<file path="src/rtl/mem_arb_pkg.sv">
// Shared types for the memory port arbiter.
// States, read-return tags and latency limits.
package mem_arb_pkg;

  typedef enum logic [1:0] {
    RUN,
    DRAIN,
    LOAD
  } arb_state_e;

  typedef enum logic [1:0] {
    TAG_NONE,
    TAG_IF,
    TAG_DM
  } req_tag_e;

  localparam int RD_LAT_MAX = 3;

  function automatic logic tag_is_read(req_tag_e t);
    return t != TAG_NONE;
  endfunction

endpackage

</file>
<file path="src/rtl/rd_tag_pipe.sv">
// Read-return tag shift register, DEPTH stages.
// Ports: clk, rst, tag_i (pushed every cycle), tag_o (oldest), empty_o.
module rd_tag_pipe
  import mem_arb_pkg::*;
#(
  parameter int DEPTH = 1
) (
  input  logic     clk,
  input  logic     rst,
  input  req_tag_e tag_i,
  output req_tag_e tag_o,
  output logic     empty_o
);

  req_tag_e pipe_q [DEPTH];

  always_ff @(posedge clk) begin
    if (rst) begin
      for (int i = 0; i < DEPTH; i++) begin
        pipe_q[i] <= TAG_NONE;
      end
    end else begin
      pipe_q[0] <= tag_i;
      for (int i = 1; i < DEPTH; i++) begin
        pipe_q[i] <= pipe_q[i-1];
      end
    end
  end

  assign tag_o = pipe_q[DEPTH-1];

  // Empty only once the last stage has retired too, so a
  // drain waits until the final rvalid has been delivered.
  always_comb begin
    empty_o = 1'b1;
    for (int i = 0; i < DEPTH; i++) begin
      if (tag_is_read(pipe_q[i])) begin
        empty_o = 1'b0;
      end
    end
  end

endmodule

</file>
<file path="src/rtl/mem_port_arbiter.sv">
// Single-port BRAM arbiter for fetch (IF), data (DM) and loader (LD).
// Ports: ld_*, if_*, dm_* requesters; mem_* macro side; busy.
module mem_port_arbiter
  import mem_arb_pkg::*;
#(
  parameter int DATA_W     = 32,
  parameter int MEM_AW     = 14,
  parameter int RD_LAT     = 1,
  parameter int STARVE_MAX = 4
) (
  input  logic              clk,
  input  logic              rst,
  input  logic              ld_mode,
  input  logic              ld_req,
  input  logic [31:0]       ld_addr,
  input  logic [DATA_W-1:0] ld_wdata,
  output logic              ld_gnt,
  input  logic              if_req,
  input  logic [31:0]       if_addr,
  output logic              if_gnt,
  output logic              if_rvalid,
  output logic [DATA_W-1:0] if_rdata,
  input  logic              dm_req,
  input  logic              dm_we,
  input  logic [31:0]       dm_addr,
  input  logic [DATA_W-1:0] dm_wdata,
  output logic              dm_gnt,
  output logic              dm_rvalid,
  output logic [DATA_W-1:0] dm_rdata,
  output logic              mem_en,
  output logic              mem_we,
  output logic [MEM_AW-1:0] mem_addr,
  output logic [DATA_W-1:0] mem_wdata,
  input  logic [DATA_W-1:0] mem_rdata,
  output logic              busy
);

  localparam int SW = $clog2(STARVE_MAX + 1);
  localparam logic [SW-1:0] STARVE_TOP = SW'(STARVE_MAX);

  arb_state_e  state_q, state_d;
  logic [SW-1:0] starve_q, starve_d;

  req_tag_e push_tag;
  req_tag_e ret_tag;
  logic     pipe_empty;

  // State and grant decision
  always_comb begin
    state_d  = state_q;
    starve_d = starve_q;
    if_gnt   = 1'b0;
    dm_gnt   = 1'b0;
    ld_gnt   = 1'b0;
    unique case (state_q)
      RUN: begin
        if (ld_mode) begin
          state_d = DRAIN;
          if (!if_req) starve_d = '0;
        end else if (if_req && dm_req) begin
          // DM normally wins; IF is forced through once it
          // has been passed over STARVE_MAX times in a row.
          if (starve_q == STARVE_TOP) begin
            if_gnt   = 1'b1;
            starve_d = '0;
          end else begin
            dm_gnt   = 1'b1;
            starve_d = starve_q + 1'b1;
          end
        end else begin
          if_gnt   = if_req;
          dm_gnt   = dm_req;
          starve_d = '0;
        end
      end
      DRAIN: begin
        if (!if_req) starve_d = '0;
        if (!ld_mode) begin
          state_d = RUN;
        end else if (pipe_empty) begin
          state_d = LOAD;
        end
      end
      LOAD: begin
        if (!if_req) starve_d = '0;
        // A write arriving as ld_mode falls is still taken.
        ld_gnt = ld_req;
        if (!ld_mode && !ld_req) begin
          state_d = RUN;
        end
      end
      default: begin
        state_d = RUN;
      end
    endcase
  end

  always_ff @(posedge clk) begin
    if (rst) begin
      state_q  <= RUN;
      starve_q <= '0;
    end else begin
      state_q  <= state_d;
      starve_q <= starve_d;
    end
  end

  // Memory-side mux: grants are mutually exclusive.
  always_comb begin
    mem_en    = if_gnt | dm_gnt | ld_gnt;
    mem_we    = 1'b0;
    mem_addr  = '0;
    mem_wdata = '0;
    push_tag  = TAG_NONE;
    unique case (1'b1)
      ld_gnt: begin
        mem_we    = 1'b1;
        mem_addr  = ld_addr[MEM_AW+1:2];
        mem_wdata = ld_wdata;
      end
      dm_gnt: begin
        mem_we    = dm_we;
        mem_addr  = dm_addr[MEM_AW+1:2];
        mem_wdata = dm_wdata;
        push_tag  = dm_we ? TAG_NONE : TAG_DM;
      end
      if_gnt: begin
        mem_addr = if_addr[MEM_AW+1:2];
        push_tag = TAG_IF;
      end
      default: begin
        mem_en = 1'b0;
      end
    endcase
  end

  rd_tag_pipe #(
    .DEPTH (RD_LAT)
  ) u_tag_pipe (
    .clk     (clk),
    .rst     (rst),
    .tag_i   (push_tag),
    .tag_o   (ret_tag),
    .empty_o (pipe_empty)
  );

  // Read data is shared; consumers qualify it with rvalid.
  assign if_rvalid = (ret_tag == TAG_IF);
  assign dm_rvalid = (ret_tag == TAG_DM);
  assign if_rdata  = mem_rdata;
  assign dm_rdata  = mem_rdata;

  assign busy = (state_q == DRAIN) || (state_q == LOAD);

  // Byte-lane and high address bits are not decoded.
  logic unused_addr_bits;
  assign unused_addr_bits = ^{if_addr[31:MEM_AW+2], if_addr[1:0],
                              dm_addr[31:MEM_AW+2], dm_addr[1:0],
                              ld_addr[31:MEM_AW+2], ld_addr[1:0]};

endmodule

</file>
<file path="config.mk">
export PLATFORM = sky130hd
export DESIGN_NAME = mem_port_arbiter
export DESIGN_NICKNAME = d
export VERILOG_FILES = /design/src/rtl/mem_arb_pkg.sv /design/src/rtl/rd_tag_pipe.sv /design/src/rtl/mem_port_arbiter.sv
export SDC_FILE = /design/constraint.sdc
export NUM_CORES = 1
export LEC_CHECK = 0
export CAP_MARGIN = 25
export CORE_AREA = 2 2 124 126
export DETAILED_ROUTE_END_ITERATION = 7
export DIE_AREA = 0 0 126 128
export DONT_BUFFER_PORTS = 1
export PLACE_DENSITY_LB_ADDON = 0.3
export SLEW_MARGIN = 30
export SYNTH_ARGS = -nofsm -noshare
export SYNTH_HDL_FRONTEND = slang
export SYNTH_SLANG_ARGS = --single-unit
export TNS_END_PERCENT = 50
</file>
<file path="constraint.sdc">
create_clock -name clk -period 1.8 [get_ports clk]
set_input_delay 0.27 -clock clk [delete_from_list [all_inputs] [get_ports clk]]
set_output_delay 0.27 -clock clk [all_outputs]
set_load 0.05 [all_outputs]
</file>
==> results_tabular.tex, run 1 <==
\begin{tabular}{lr}
\hline
Metric & Value \\
\hline
\multicolumn{2}{l}{\textbf{Clock network}} \\
Clock root buffer & clkbuf\_16 \\
Clock tree from TritonCTS & done \\
Clock buffers created by TritonCTS & 3 \\
Count of hold buffers inserted by post-cts repair & 0 \\
Total number of H-tree levels & 1 \\
Clock-pin transition on the worst setup and hold timing paths & 0.04 ns \\
Clk buf depth & 2 \\
Clock latency of the later-clocked register in the worst-skew pair & 0.23 ns \\
Clock sinks & 7 \\
\multicolumn{2}{l}{\textbf{Setup path}} \\
R2R setup slack & 0.32 ns \\
Launching point of the worst reg2reg path & state\_q[1] \\
Top fanout value on the critical path & 5 \\
Setup CP Type & reg -> out \\
Endpoint of the worst register-to-register path & u\_tag\_pipe.pipe\_q[0][1] \\
Depth of the most critical reg-to-reg path & 8 \\
Arrival time at the worst endpoint & 1.79 ns \\
Launching element type of the critical path & flip-flop \\
Crit. End Element & output port \\
Critical Path RT & 1.53 ns \\
\multicolumn{2}{l}{\textbf{Placed design}} \\
Post-DP HPWL & 4.254 mm \\
Total placed instance area & 0.002007 sq mm \\
Placed Cells incl. Taps & 343 \\
PortBufs & 0 \\
DP Worst Slack & -0.03906 ns \\
Final RePlAce weighted congestion & 0.7206 \\
\multicolumn{2}{l}{\textbf{Floorplanning}} \\
Die Footprint & 0.01613 sq mm \\
Number of primary I/O pins & 317 \\
Placeable core region & 0.01486 sq mm \\
DIE WIDTH & 126 um \\
Initial Util & 10.56\% \\
\# rows & 45 \\
Die span in y & 128 um \\
\multicolumn{2}{l}{\textbf{Timing}} \\
Fraction of the cycle the final worst path needs & 114.5\% \\
Post-route setup slack & -0.2605 ns \\
Count of final max-slew check failures & 0 \\
Final setup TNS & -8.639 ns \\
Transition time at the pin with the least slew margin & 0.2906 ns \\
F\_max & 0.4853 GHz \\
Unrepaired setup endpoints after global routing & true \\
Number of hold violations in the final report & 0 \\
Final count of negative-setup-slack endpoints & 50 \\
Maximum clock skew at final layout & 0.001111 ns \\
Slew HR & 80.42\% \\
Post-route minimum period & 2.061 ns \\
Final hold slack & 0.1030 ns \\
\multicolumn{2}{l}{\textbf{Finish}} \\
Proportion of layout cells with a drive suffix above 1 & 66.86\% \\
Final design area excluding fillers & 0.002668 sq mm \\
Antenna diode count & 0 \\
Core utilization of the finished layout & 17.95\% \\
Total Nets Final & 382 \\
Filler Cell Count & 1633 \\
Final instance count without filler cells & 363 \\
Signed area change from the synthesized netlist to the final layout & 69.88\% \\
\multicolumn{2}{l}{\textbf{Detailed routing}} \\
Overall routed net length & 5.979 mm \\
Post-detailed-route DRC marker count & 0 \\
DRT iter0 DRCs & 78 \\
Remaining antenna violation count after routing & 0 \\
Pre-antenna DRT Iters & 4 \\
Average vias per placed instance & 3.780 \\
WL/cell & 16.47 um \\
Vias after detailed routing & 1372 \\
\multicolumn{2}{l}{\textbf{Yosys}} \\
Count of yosys warnings during synthesis & 0 \\
Net count after synthesis & 395 \\
FF+latch count, synth & 7 \\
Synthesized area & 0.001570 sq mm \\
Cell variety after synth & 33 \\
Post-synthesis area per instance & 8.308 sq um \\
Cells after synthesis & 189 \\
Sequential-to-total area share from yosys stat & 8.924\% \\
\multicolumn{2}{l}{\textbf{Min path}} \\
Worst hold path cell count & 1 \\
Origin of the worst min-delay path & rst \\
Hold crit path type & in -> reg \\
Worst Hold Endpoint & starve\_q[0] \\
\multicolumn{2}{l}{\textbf{GRT}} \\
Number of global-route vias before repair & 1355 \\
Wire length of the first global-routing pass & 8.121 mm \\
GRT overflow & 0 \\
Initial antenna violation count & 0 \\
Largest net degree at the start of global routing & 20 \\
Global-route usage over all layers & 6.512\% \\
\multicolumn{2}{l}{\textbf{Pwr}} \\
Pwr Total & 1.828 mW \\
Pleak & 1.123 nW \\
Power density normalized to cell area & 685.3 mW/mm\^{}2 \\
Worst voltage drop across the vdd grid & 0.3257 mV \\
\multicolumn{2}{l}{\textbf{Job}} \\
Number of maximum-capacitance constraint violations & 0 \\
\multicolumn{2}{l}{\textbf{Outcome}} \\
Failing checks & setup timing \\
Run status & complete, but fails checks \\
\hline
\end{tabular}
## power breakdown
group | leakage, nW | internal (mW) | switching (mW) | total [mW]
clock | 0.0382 | 0.295 | 0.0842 | 0.379
sequential | 0.0576 | 0.167 | 0.00822 | 0.176
combinational | 1.03 | 0.600 | 0.674 | 1.27
total | 1.12 | 1.06 | 0.766 | 1.83
## placed cells by master (no fill, tap or decap), types with 3 or more instances in the layout
cell type  instances
buf_16             5
a21oi_1            3
buf_6              5
dfxtp_1            5
inv_1              3
o21ai_0            5
a221o_1            6
nor3b_1            3
buf_4             13
a22o_4            32
clkbuf_16          4
ha_4               3
and3_1            14
a221o_2            8
buf_12            32
ha_1               4
## metal layers
layer  routed length [um]  GRT usage [%]  vias up
met3                  481          1.586       13
met5                    0              0        -
met2                 3247          11.95       96
met1                 2160          7.514      644
met4                   89          1.810        0
li1                     -              -      619
## Yosys cell counts
master     n  area share (%)
a211oi_4   1             1.3
buf_6      3             2.2
nand3b_1   2            0.96
o21ba_2    1            0.64
a311oi_1   1            0.56
a21o_1     1            0.48
a221o_1   14             8.9
nor3b_1    3             1.4
a21oi_1    3            0.96
o21a_1     1            0.48
a31oi_4    1             1.4
inv_1      5             1.2
dfxtp_1    7             8.9
and4bb_2   1            0.80
and3_1    14             5.6
buf_2      5             1.6
a31oi_1    1            0.40
nand4b_1   1            0.56
nand2_2    1            0.40
o21ai_0    5             1.6
nand2_1    1            0.24
nand2b_1   2            0.80
buf_4     64              31
mux2i_1    1            0.64
a211oi_1   1            0.48
or3_1      1            0.40
and4_1     1            0.56
clkbuf_1   4            0.96
and2b_1    1            0.48
nor2b_1    2            0.80
ha_1       7             5.6
a22o_1    32              18
and2_1     1            0.40
## flip-flops by register name (all words and copies together) (netlist names)
register,flops
starve_q,3
state_q,2
u_tag_pipe.pipe_q,2
## critical path, stage by stage (launching register included)
cell,delay (ns)
dfxtp_2,0.34
inv_4,0.05
ha_4,0.15
nand3b_1,0.12
a31oi_4,0.06
buf_6,0.17
buf_12,0.13
a221o_2,0.38
buf_12,0.16
## final cells by class
class | count | area, sq um | share of cell area [%]
clock buffer | 4 | 78.83 | 2.955
sequential | 7 | 142.6 | 5.347
timing repair buffer | 58 | 987.2 | 37.01
tap | 188 | 235.2 | 8.818
inverter | 5 | 21.27 | 0.7974
multi-input combinational | 101 | 1202 | 45.07
## kinds of logic (layout without fill, tap and decap cells)
kind of cell | after synthesis | count (layout) | synth area share, %
buf+inv | 81 | 67 | 36.49
compound gates | 62 | 62 | 34.98
simple gates | 31 | 31 | 13.39
fa+ha+maj | 7 | 7 | 5.577
flops | 7 | 7 | 8.924
mux | 1 | 1 | 0.6375
## worst max-delay path by stage
stage	endpoint	from	slack [ns]
2_1_floorplan	mem_wdata[23]	state_q[0]	-0.01
3_3_place_gp	mem_en	state_q[0]	-0.03
3_5_place_dp	mem_addr[10]	state_q[0]	-0.04
4_1_cts	mem_addr[10]	state_q[1]	-0.26
5_1_grt	mem_addr[4]	state_q[0]	-0.32
6_report	mem_addr[4]	state_q[0]	-0.26
## timing repair
item                       4_1_cts  5_1_grt
buffers inserted                 7        4
pin swaps                       23        1
gates resized for setup         50       11
setup endpoints to repair       50       50
gates cloned                     5        1
Power figures use the tool's default switching activity.
==> run 2, diff against run 1 <==
--- a/config.mk
+++ b/config.mk
@@ -5,12 +5,15 @@
 export SDC_FILE = /design/constraint.sdc
 export NUM_CORES = 1
 export LEC_CHECK = 0
-export CAP_MARGIN = 25
-export CORE_AREA = 2 2 124 126
+export CAP_MARGIN = 20
+export CELL_PAD_IN_SITES_DETAIL_PLACEMENT = 0
+export CELL_PAD_IN_SITES_GLOBAL_PLACEMENT = 2
+export CORE_AREA = 2 2 122 124
 export DETAILED_ROUTE_END_ITERATION = 7
-export DIE_AREA = 0 0 126 128
+export DIE_AREA = 0 0 124 126
 export DONT_BUFFER_PORTS = 1
 export PLACE_DENSITY_LB_ADDON = 0.3
+export SKIP_LAST_GASP = 1
 export SLEW_MARGIN = 30
 export SYNTH_ARGS = -nofsm -noshare
 export SYNTH_HDL_FRONTEND = slang
==> results_tabular.tex, run 2 (same netlist as run 1, synthesis figures left out) <==
\begin{tabular}{lr}
\hline
Metric & Value \\
\hline
\multicolumn{2}{l}{\textbf{Finish}} \\
Register with the most flip-flops & starve\_q (unchanged) \\
Leading cell types in the layout, fill and taps excluded & buf\_12 (24), buf\_4 (18), a22o\_4 (16) (was a22o\_4 (32), buf\_12 (32), and3\_1 (14)) \\
Signed area change from the synthesized netlist to the final layout & 39.44\% (was 69.88\%) \\
Total Nets Final & 369 (was 382) \\
Number of flip-flops under the largest register name & 3 (unchanged) \\
Proportion of layout cells with a drive suffix above 1 & 62.35\% (was 66.86\%) \\
Antenna diode count & 0 (unchanged) \\
Final design area excluding fillers & 0.002190 sq mm (was 0.002668 sq mm) \\
Filler Cell Count & 1600 (was 1633) \\
Core utilization of the finished layout & 15.30\% (was 17.95\%) \\
Regs by FF count & starve\_q x3, state\_q x2, u\_tag\_pipe.pipe\_q x2 (unchanged) \\
Most common cell after layout, fill and taps aside & buf\_12 \\
\multicolumn{2}{l}{\textbf{Timing}} \\
Post-route minimum period & 2.018 ns (was 2.061 ns) \\
Transition time at the pin with the least slew margin & 0.3039 ns (was 0.2906 ns) \\
Unrepaired setup endpoints after global routing & true (unchanged) \\
Count of final max-slew check failures & 0 (unchanged) \\
Slew HR & 79.53\% (was 80.42\%) \\
F\_max & 0.4956 GHz (was 0.4853 GHz) \\
Final hold slack & 0.1033 ns (was 0.1030 ns) \\
Fraction of the cycle the final worst path needs & 112.1\% (was 114.5\%) \\
Post-route setup slack & -0.2177 ns (was -0.2605 ns) \\
Final count of negative-setup-slack endpoints & 50 (unchanged) \\
Number of hold violations in the final report & 0 (unchanged) \\
Maximum clock skew at final layout & 0.003744 ns (was 0.001111 ns) \\
\multicolumn{2}{l}{\textbf{Placed design}} \\
Final RePlAce weighted congestion & 0.6990 (was 0.7206) \\
Total placed instance area & 0.001904 sq mm (was 0.002007 sq mm) \\
PortBufs & 0 (unchanged) \\
Post-DP HPWL & 4.603 mm (was 4.254 mm) \\
\multicolumn{2}{l}{\textbf{Job}} \\
Number of maximum-capacitance constraint violations & 0 (unchanged) \\
\multicolumn{2}{l}{\textbf{Pwr}} \\
Power density normalized to cell area & 741.3 mW/mm\^{}2 (was 685.3 mW/mm\^{}2) \\
Part of the total power dissipated in the clock network & 23.6\% (was 20.7\%) \\
Register share of total power & 10.8\% (was 9.6\%) \\
Comb power frac & 65.6\% (was 69.7\%) \\
Int Power & 0.9061 mW (was 1.062 mW) \\
Worst voltage drop across the vdd grid & 0.2678 mV (was 0.3257 mV) \\
Pwr Total & 1.623 mW (was 1.828 mW) \\
Switching share of power & 44.18\% (was 41.89\%) \\
Pleak & 0.9059 nW (was 1.123 nW) \\
Sw power & 0.7171 mW (was 0.7659 mW) \\
\multicolumn{2}{l}{\textbf{Clock network}} \\
Clock latency of the later-clocked register in the worst-skew pair & 0.23 ns (about the same) \\
Clk buf depth & 2 (unchanged) \\
Count of hold buffers inserted by post-cts repair & 0 (unchanged) \\
Clock-pin transition on the worst setup and hold timing paths & 0.04 ns (about the same) \\
Clock root buffer & clkbuf\_16 (unchanged) \\
Clock buffers created by TritonCTS & 3 (unchanged) \\
Clock sinks & 7 (unchanged) \\
Clock tree from TritonCTS & done (unchanged) \\
Total number of H-tree levels & 1 (unchanged) \\
\multicolumn{2}{l}{\textbf{Setup path}} \\
Slowest stage cell, crit path & dfxtp\_2 (was a221o\_2) \\
Delay contributed by the slowest stage of the critical path & 0.32 ns (was 0.38 ns) \\
Depth of the most critical reg-to-reg path & 6 (was 8) \\
Launching point of the worst reg2reg path & state\_q[0] (was state\_q[1]) \\
R2R setup slack & 0.32 ns (about the same) \\
Arrival time at the worst endpoint & 1.75 ns (was 1.79 ns) \\
Crit. End Element & output port (unchanged) \\
Launching element type of the critical path & flip-flop (unchanged) \\
Critical Path RT & 1.53 ns (about the same) \\
CP Cell Sequence & inv\_4, ha\_4, nand3b\_1, a31oi\_4, buf\_12, a221o\_1, buf\_12 (was inv\_4, ha\_4, nand3b\_1, a31oi\_4, buf\_6, buf\_12, a221o\_2, buf\_12) \\
Endpoint of the worst register-to-register path & state\_q[1] (was u\_tag\_pipe.pipe\_q[0][1]) \\
Setup CP Type & reg -> out (unchanged) \\
Top fanout value on the critical path & 31 (was 5) \\
Most common cell type on the critical path & buf\_12 (unchanged) \\
\multicolumn{2}{l}{\textbf{Floorplanning}} \\
Number of primary I/O pins & 317 (unchanged) \\
Initial Util & 10.97\% (was 10.56\%) \\
\# rows & 44 (was 45) \\
Die span in y & 126 um (was 128 um) \\
Placeable core region & 0.01431 sq mm (was 0.01486 sq mm) \\
DIE WIDTH & 124 um (was 126 um) \\
Die Footprint & 0.01562 sq mm (was 0.01613 sq mm) \\
\multicolumn{2}{l}{\textbf{Outcome}} \\
Run status & complete, but fails checks (unchanged) \\
Failing checks & setup timing (unchanged) \\
\multicolumn{2}{l}{\textbf{Detailed routing}} \\
DRT iter0 DRCs & 42 (was 78) \\
Vias after detailed routing & 1316 (was 1372) \\
Pre-antenna DRT Iters & 4 (unchanged) \\
Average vias per placed instance & 3.803 (was 3.780) \\
Post-detailed-route DRC marker count & 0 (unchanged) \\
Remaining antenna violation count after routing & 0 (unchanged) \\
WL/cell & 16.40 um (was 16.47 um) \\
Overall routed net length & 5.674 mm (was 5.979 mm) \\
\multicolumn{2}{l}{\textbf{GRT}} \\
Wire length of the first global-routing pass & 7.755 mm (was 8.121 mm) \\
Initial antenna violation count & 0 (unchanged) \\
Number of global-route vias before repair & 1311 (was 1355) \\
Largest net degree at the start of global routing & 32 (was 20) \\
Global-route usage over all layers & 6.487\% (was 6.512\%) \\
GRT overflow & 0 (unchanged) \\
\multicolumn{2}{l}{\textbf{Min path}} \\
Worst Hold Endpoint & starve\_q[1] (was starve\_q[0]) \\
Worst hold path cell count & 1 (unchanged) \\
Origin of the worst min-delay path & rst (unchanged) \\
Hold crit path type & in -> reg (unchanged) \\
\hline
\end{tabular}
==> run 2: final cells by class <==
class / instances / area [sq um] / area share [%]
multi-input cells: 101 / 1064 / 48.57
repair buffers: 45 / 653.1 / 29.83
well taps: 184 / 230.2 / 10.51
flip-flops and latches: 7 / 142.6 / 6.514
clock buffers: 4 / 78.83 / 3.600
inverters: 5 / 21.27 / 0.9714
==> run 2: how the worst max path moves through the flow <==
stage,start,depth (start not counted),endpoint
after floorplan,state_q[0],6,mem_wdata[23]
after global placement,state_q[1],7,mem_addr[3]
after detailed placement,state_q[0],7,mem_addr[12]
after CTS,state_q[0],7,mem_wdata[27]
after global routing,state_q[0],7,mem_addr[12]
final,state_q[0],7,mem_addr[12]
==> run 2: per-layer routing <==
| metal | track usage [%] | wire length, um | up-vias |
|---|---|---|---|
| met1 | 6.754 | 1895 | 613 |
| met3 | 1.993 | 539 | 23 |
| met2 | 11.76 | 3069 | 86 |
| li1 | - | - | 594 |
| met5 | 0 | 0 | - |
| met4 | 2.908 | 170 | 0 |
==> run 2: what timing repair did <==
action,4_1_cts,5_1_grt
buffers inserted,5,1
resized for setup,19,11
pin swaps,5,1
endpoints found under the setup margin,51,51
==> run 2: power by group through the flow <==
stage               Sequential, mW  Combinational [mW]  Clock, mW
floorplan                    0.176                1.04          0
detailed placement           0.175               0.990          0
finish                       0.176                1.06      0.383
global placement             0.175               0.990          0
global route                 0.178                1.12      0.407
CTS                          0.176                1.05      0.394
==> run 2: stage by stage <==
stage | std cells | setup TNS [ns] | worst slack, ns
2_1_floorplan | 189 | -0.1607 | -0.01215
3_3_place_gp | 336 | -0.2376 | -0.02649
3_5_place_dp | 336 | -0.1515 | -0.02019
4_1_cts | 345 | -8.468 | -0.2545
5_1_grt | 346 | -10.68 | -0.3034
6_report | 346 | -6.768 | -0.2177
==> run 2: critical path: cells and delay by family (launching register included) <==
family | cells | cell delay, ns
DFF | 1 | 0.32
AOI/OAI and AO/OA | 2 | 0.49
and+or+nand+nor | 1 | 0.11
adders and majority gates | 1 | 0.13
buffers and inverters | 3 | 0.45
==> run 3, diff against run 2 <==
--- a/config.mk
+++ b/config.mk
@@ -13,6 +13,7 @@
 export DIE_AREA = 0 0 124 126
 export DONT_BUFFER_PORTS = 1
 export PLACE_DENSITY_LB_ADDON = 0.3
+export SKIP_CTS_REPAIR_TIMING = 1
 export SKIP_LAST_GASP = 1
 export SLEW_MARGIN = 30
 export SYNTH_ARGS = -nofsm -noshare
==> results_tabular.tex, run 3 (same netlist as run 1, synthesis figures left out) <==
\begin{tabular}{lr}
\hline
Metric & Value \\
\hline
\multicolumn{2}{l}{\textbf{Clock network}} \\
Total number of H-tree levels & 1 (unchanged) \\
Clock root buffer & clkbuf\_16 (unchanged) \\
Clock sinks & 7 (unchanged) \\
Clock buffers created by TritonCTS & 3 (unchanged) \\
Clock latency of the later-clocked register in the worst-skew pair & 0.23 ns (about the same) \\
Clk buf depth & 2 (unchanged) \\
Clock-pin transition on the worst setup and hold timing paths & 0.04 ns (about the same) \\
Clock tree from TritonCTS & done (unchanged) \\
\multicolumn{2}{l}{\textbf{Detailed routing}} \\
DRT iter0 DRCs & 44 (was 42) \\
Remaining antenna violation count after routing & 0 (unchanged) \\
Average vias per placed instance & 3.790 (was 3.803) \\
Post-detailed-route DRC marker count & 0 (unchanged) \\
Overall routed net length & 5.910 mm (was 5.674 mm) \\
Vias after detailed routing & 1319 (was 1316) \\
Pre-antenna DRT Iters & 4 (unchanged) \\
WL/cell & 16.98 um (was 16.40 um) \\
\multicolumn{2}{l}{\textbf{Pwr}} \\
Part of the total power dissipated in the clock network & 23.2\% (was 23.6\%) \\
Power density normalized to cell area & 744.0 mW/mm\^{}2 (was 741.3 mW/mm\^{}2) \\
Worst voltage drop across the vdd grid & 0.2683 mV (was 0.2678 mV) \\
Comb power frac & 66.1\% (was 65.6\%) \\
Sw power & 0.7252 mW (was 0.7171 mW) \\
Pwr Total & 1.650 mW (was 1.623 mW) \\
Switching share of power & 43.96\% (was 44.18\%) \\
Register share of total power & 10.7\% (was 10.8\%) \\
Pleak & 0.9064 nW (was 0.9059 nW) \\
Int Power & 0.9244 mW (was 0.9061 mW) \\
\multicolumn{2}{l}{\textbf{Finish}} \\
Total Nets Final & 371 (was 369) \\
Final instance count without filler cells & 348 (was 346) \\
Regs by FF count & starve\_q x3, state\_q x2, u\_tag\_pipe.pipe\_q x2 (unchanged) \\
Core utilization of the finished layout & 15.49\% (was 15.30\%) \\
Register with the most flip-flops & starve\_q (unchanged) \\
Leading cell types in the layout, fill and taps excluded & buf\_12 (25), a22o\_2 (19), buf\_4 (16) (was buf\_12 (24), buf\_4 (18), a22o\_4 (16)) \\
Antenna diode count & 0 (unchanged) \\
Signed area change from the synthesized netlist to the final layout & 41.20\% (was 39.44\%) \\
Most common cell after layout, fill and taps aside & buf\_12 (unchanged) \\
Number of flip-flops under the largest register name & 3 (unchanged) \\
Proportion of layout cells with a drive suffix above 1 & 63.41\% (was 62.35\%) \\
\multicolumn{2}{l}{\textbf{Timing}} \\
Transition time at the pin with the least slew margin & 0.3047 ns (was 0.3039 ns) \\
Final setup TNS & -9.041 ns (was -6.768 ns) \\
Count of final max-slew check failures & 0 (unchanged) \\
Number of hold violations in the final report & 0 (unchanged) \\
Unrepaired setup endpoints after global routing & true (unchanged) \\
Post-route setup slack & -0.2651 ns (was -0.2177 ns) \\
Fraction of the cycle the final worst path needs & 114.7\% (was 112.1\%) \\
Final count of negative-setup-slack endpoints & 50 (unchanged) \\
Post-route minimum period & 2.065 ns (was 2.018 ns) \\
F\_max & 0.4842 GHz (was 0.4956 GHz) \\
Slew HR & 79.47\% (was 79.53\%) \\
Maximum clock skew at final layout & 0.003738 ns (was 0.003744 ns) \\
\multicolumn{2}{l}{\textbf{Min path}} \\
Hold crit path type & in -> reg (unchanged) \\
\multicolumn{2}{l}{\textbf{Setup path}} \\
CP Cell Sequence & inv\_4, ha\_4, nand3b\_1, a31oi\_4, buf\_12, clkbuf\_16, a221o\_1, buf\_12 (was inv\_4, ha\_4, nand3b\_1, a31oi\_4, buf\_12, a221o\_1, buf\_12) \\
Critical Path RT & 1.53 ns (about the same) \\
Arrival time at the worst endpoint & 1.80 ns (was 1.75 ns) \\
Crit. End Element & output port (unchanged) \\
Buf+Inv Stages, Crit Path & 4 (was 3) \\
Delay contributed by the slowest stage of the critical path & 0.36 ns (was 0.32 ns) \\
Cell class contributing the biggest share of worst-path delay & buffers and inverters (was compound AO/OA/AOI/OAI gates) \\
Setup CP Type & reg -> out (unchanged) \\
Most common cell type on the critical path & buf\_12 (unchanged) \\
Launching element type of the critical path & flip-flop (unchanged) \\
Slowest stage cell, crit path & a221o\_1 (was dfxtp\_2) \\
Top fanout value on the critical path & 8 (was 31) \\
\multicolumn{2}{l}{\textbf{Placed design}} \\
Post-DP HPWL & 4.603 mm (unchanged) \\
Placed Cells incl. Taps & 336 (unchanged) \\
Final RePlAce weighted congestion & 0.6990 (unchanged) \\
PortBufs & 0 (unchanged) \\
DP Worst Slack & -0.02019 ns (unchanged) \\
\multicolumn{2}{l}{\textbf{GRT}} \\
GRT overflow & 0 (unchanged) \\
GR Util met1 & 6.508\% (was 6.754\%) \\
Initial antenna violation count & 0 (unchanged) \\
Global-route usage over all layers & 6.153\% (was 6.487\%) \\
Number of global-route vias before repair & 1230 (was 1311) \\
Met3 Resource Use GR & 1.947\% (was 1.993\%) \\
Global routing's busiest layer & met2 (unchanged) \\
Largest net degree at the start of global routing & 32 (unchanged) \\
Met2 track demand over resource in global routing & 10.92\% (was 11.76\%) \\
Wire length of the first global-routing pass & 7.341 mm (was 7.755 mm) \\
\multicolumn{2}{l}{\textbf{Outcome}} \\
Failing checks & setup timing (unchanged) \\
Run status & complete, but fails checks (unchanged) \\
\multicolumn{2}{l}{\textbf{Floorplanning}} \\
Die Footprint & 0.01562 sq mm (unchanged) \\
Placeable core region & 0.01431 sq mm (unchanged) \\
Number of primary I/O pins & 317 (unchanged) \\
Die span in y & 126 um (unchanged) \\
DIE WIDTH & 124 um (unchanged) \\
\# rows & 44 (unchanged) \\
Initial Util & 10.97\% (unchanged) \\
\multicolumn{2}{l}{\textbf{Job}} \\
Number of maximum-capacitance constraint violations & 0 (unchanged) \\
\hline
\end{tabular}
==> run 3: cell type report <==
cell class / count / area, sq um
Inverter: 5 / 21.27
Clock buffer: 4 / 78.83
Sequential cell: 7 / 143.9
Tap cell: 184 / 230.2
Timing Repair Buffer: 47 / 719.4
Fill cell: 1593 / 12100
Multi-Input combinational cell: 101 / 1023
==> run 3: metrics by stage <==
step | hold slack (ns) | instance area (sq um)
after detailed placement | 0.3445 | 1904
after CTS | 0.09840 | 1983
after floorplan | 0.3391 | 1639
final | 0.09664 | 2217
after global routing | 0.09331 | 2217
after global placement | 0.3420 | 1904
==> run 3: final timing paths <==
path,slack (ns),endpoint,startpoint,depth (start not counted)
max,-0.27,mem_addr[0],state_q[0],8
min,0.1,starve_q[0],rst,1
max reg2reg,0.32,state_q[1],state_q[0],6
min reg2reg,0.48,starve_q[1],starve_q[1],2
==> run 3: power by group through the flow <==
stage	Combinational, mW	Clock (mW)	Sequential [mW]
floorplan	1.04	0	0.176
global placement	0.990	0	0.175
detailed placement	0.990	0	0.175
CTS	0.992	0.394	0.173
global route	1.14	0.407	0.178
finish	1.09	0.383	0.176
==> run 3: per-layer routing <==
metal / wire length [um] / vias to the layer above
met5: 0 / -
met4: 170 / 0
met3: 547 / 23
met2: 3163 / 87
met1: 2029 / 614
li1: - / 595
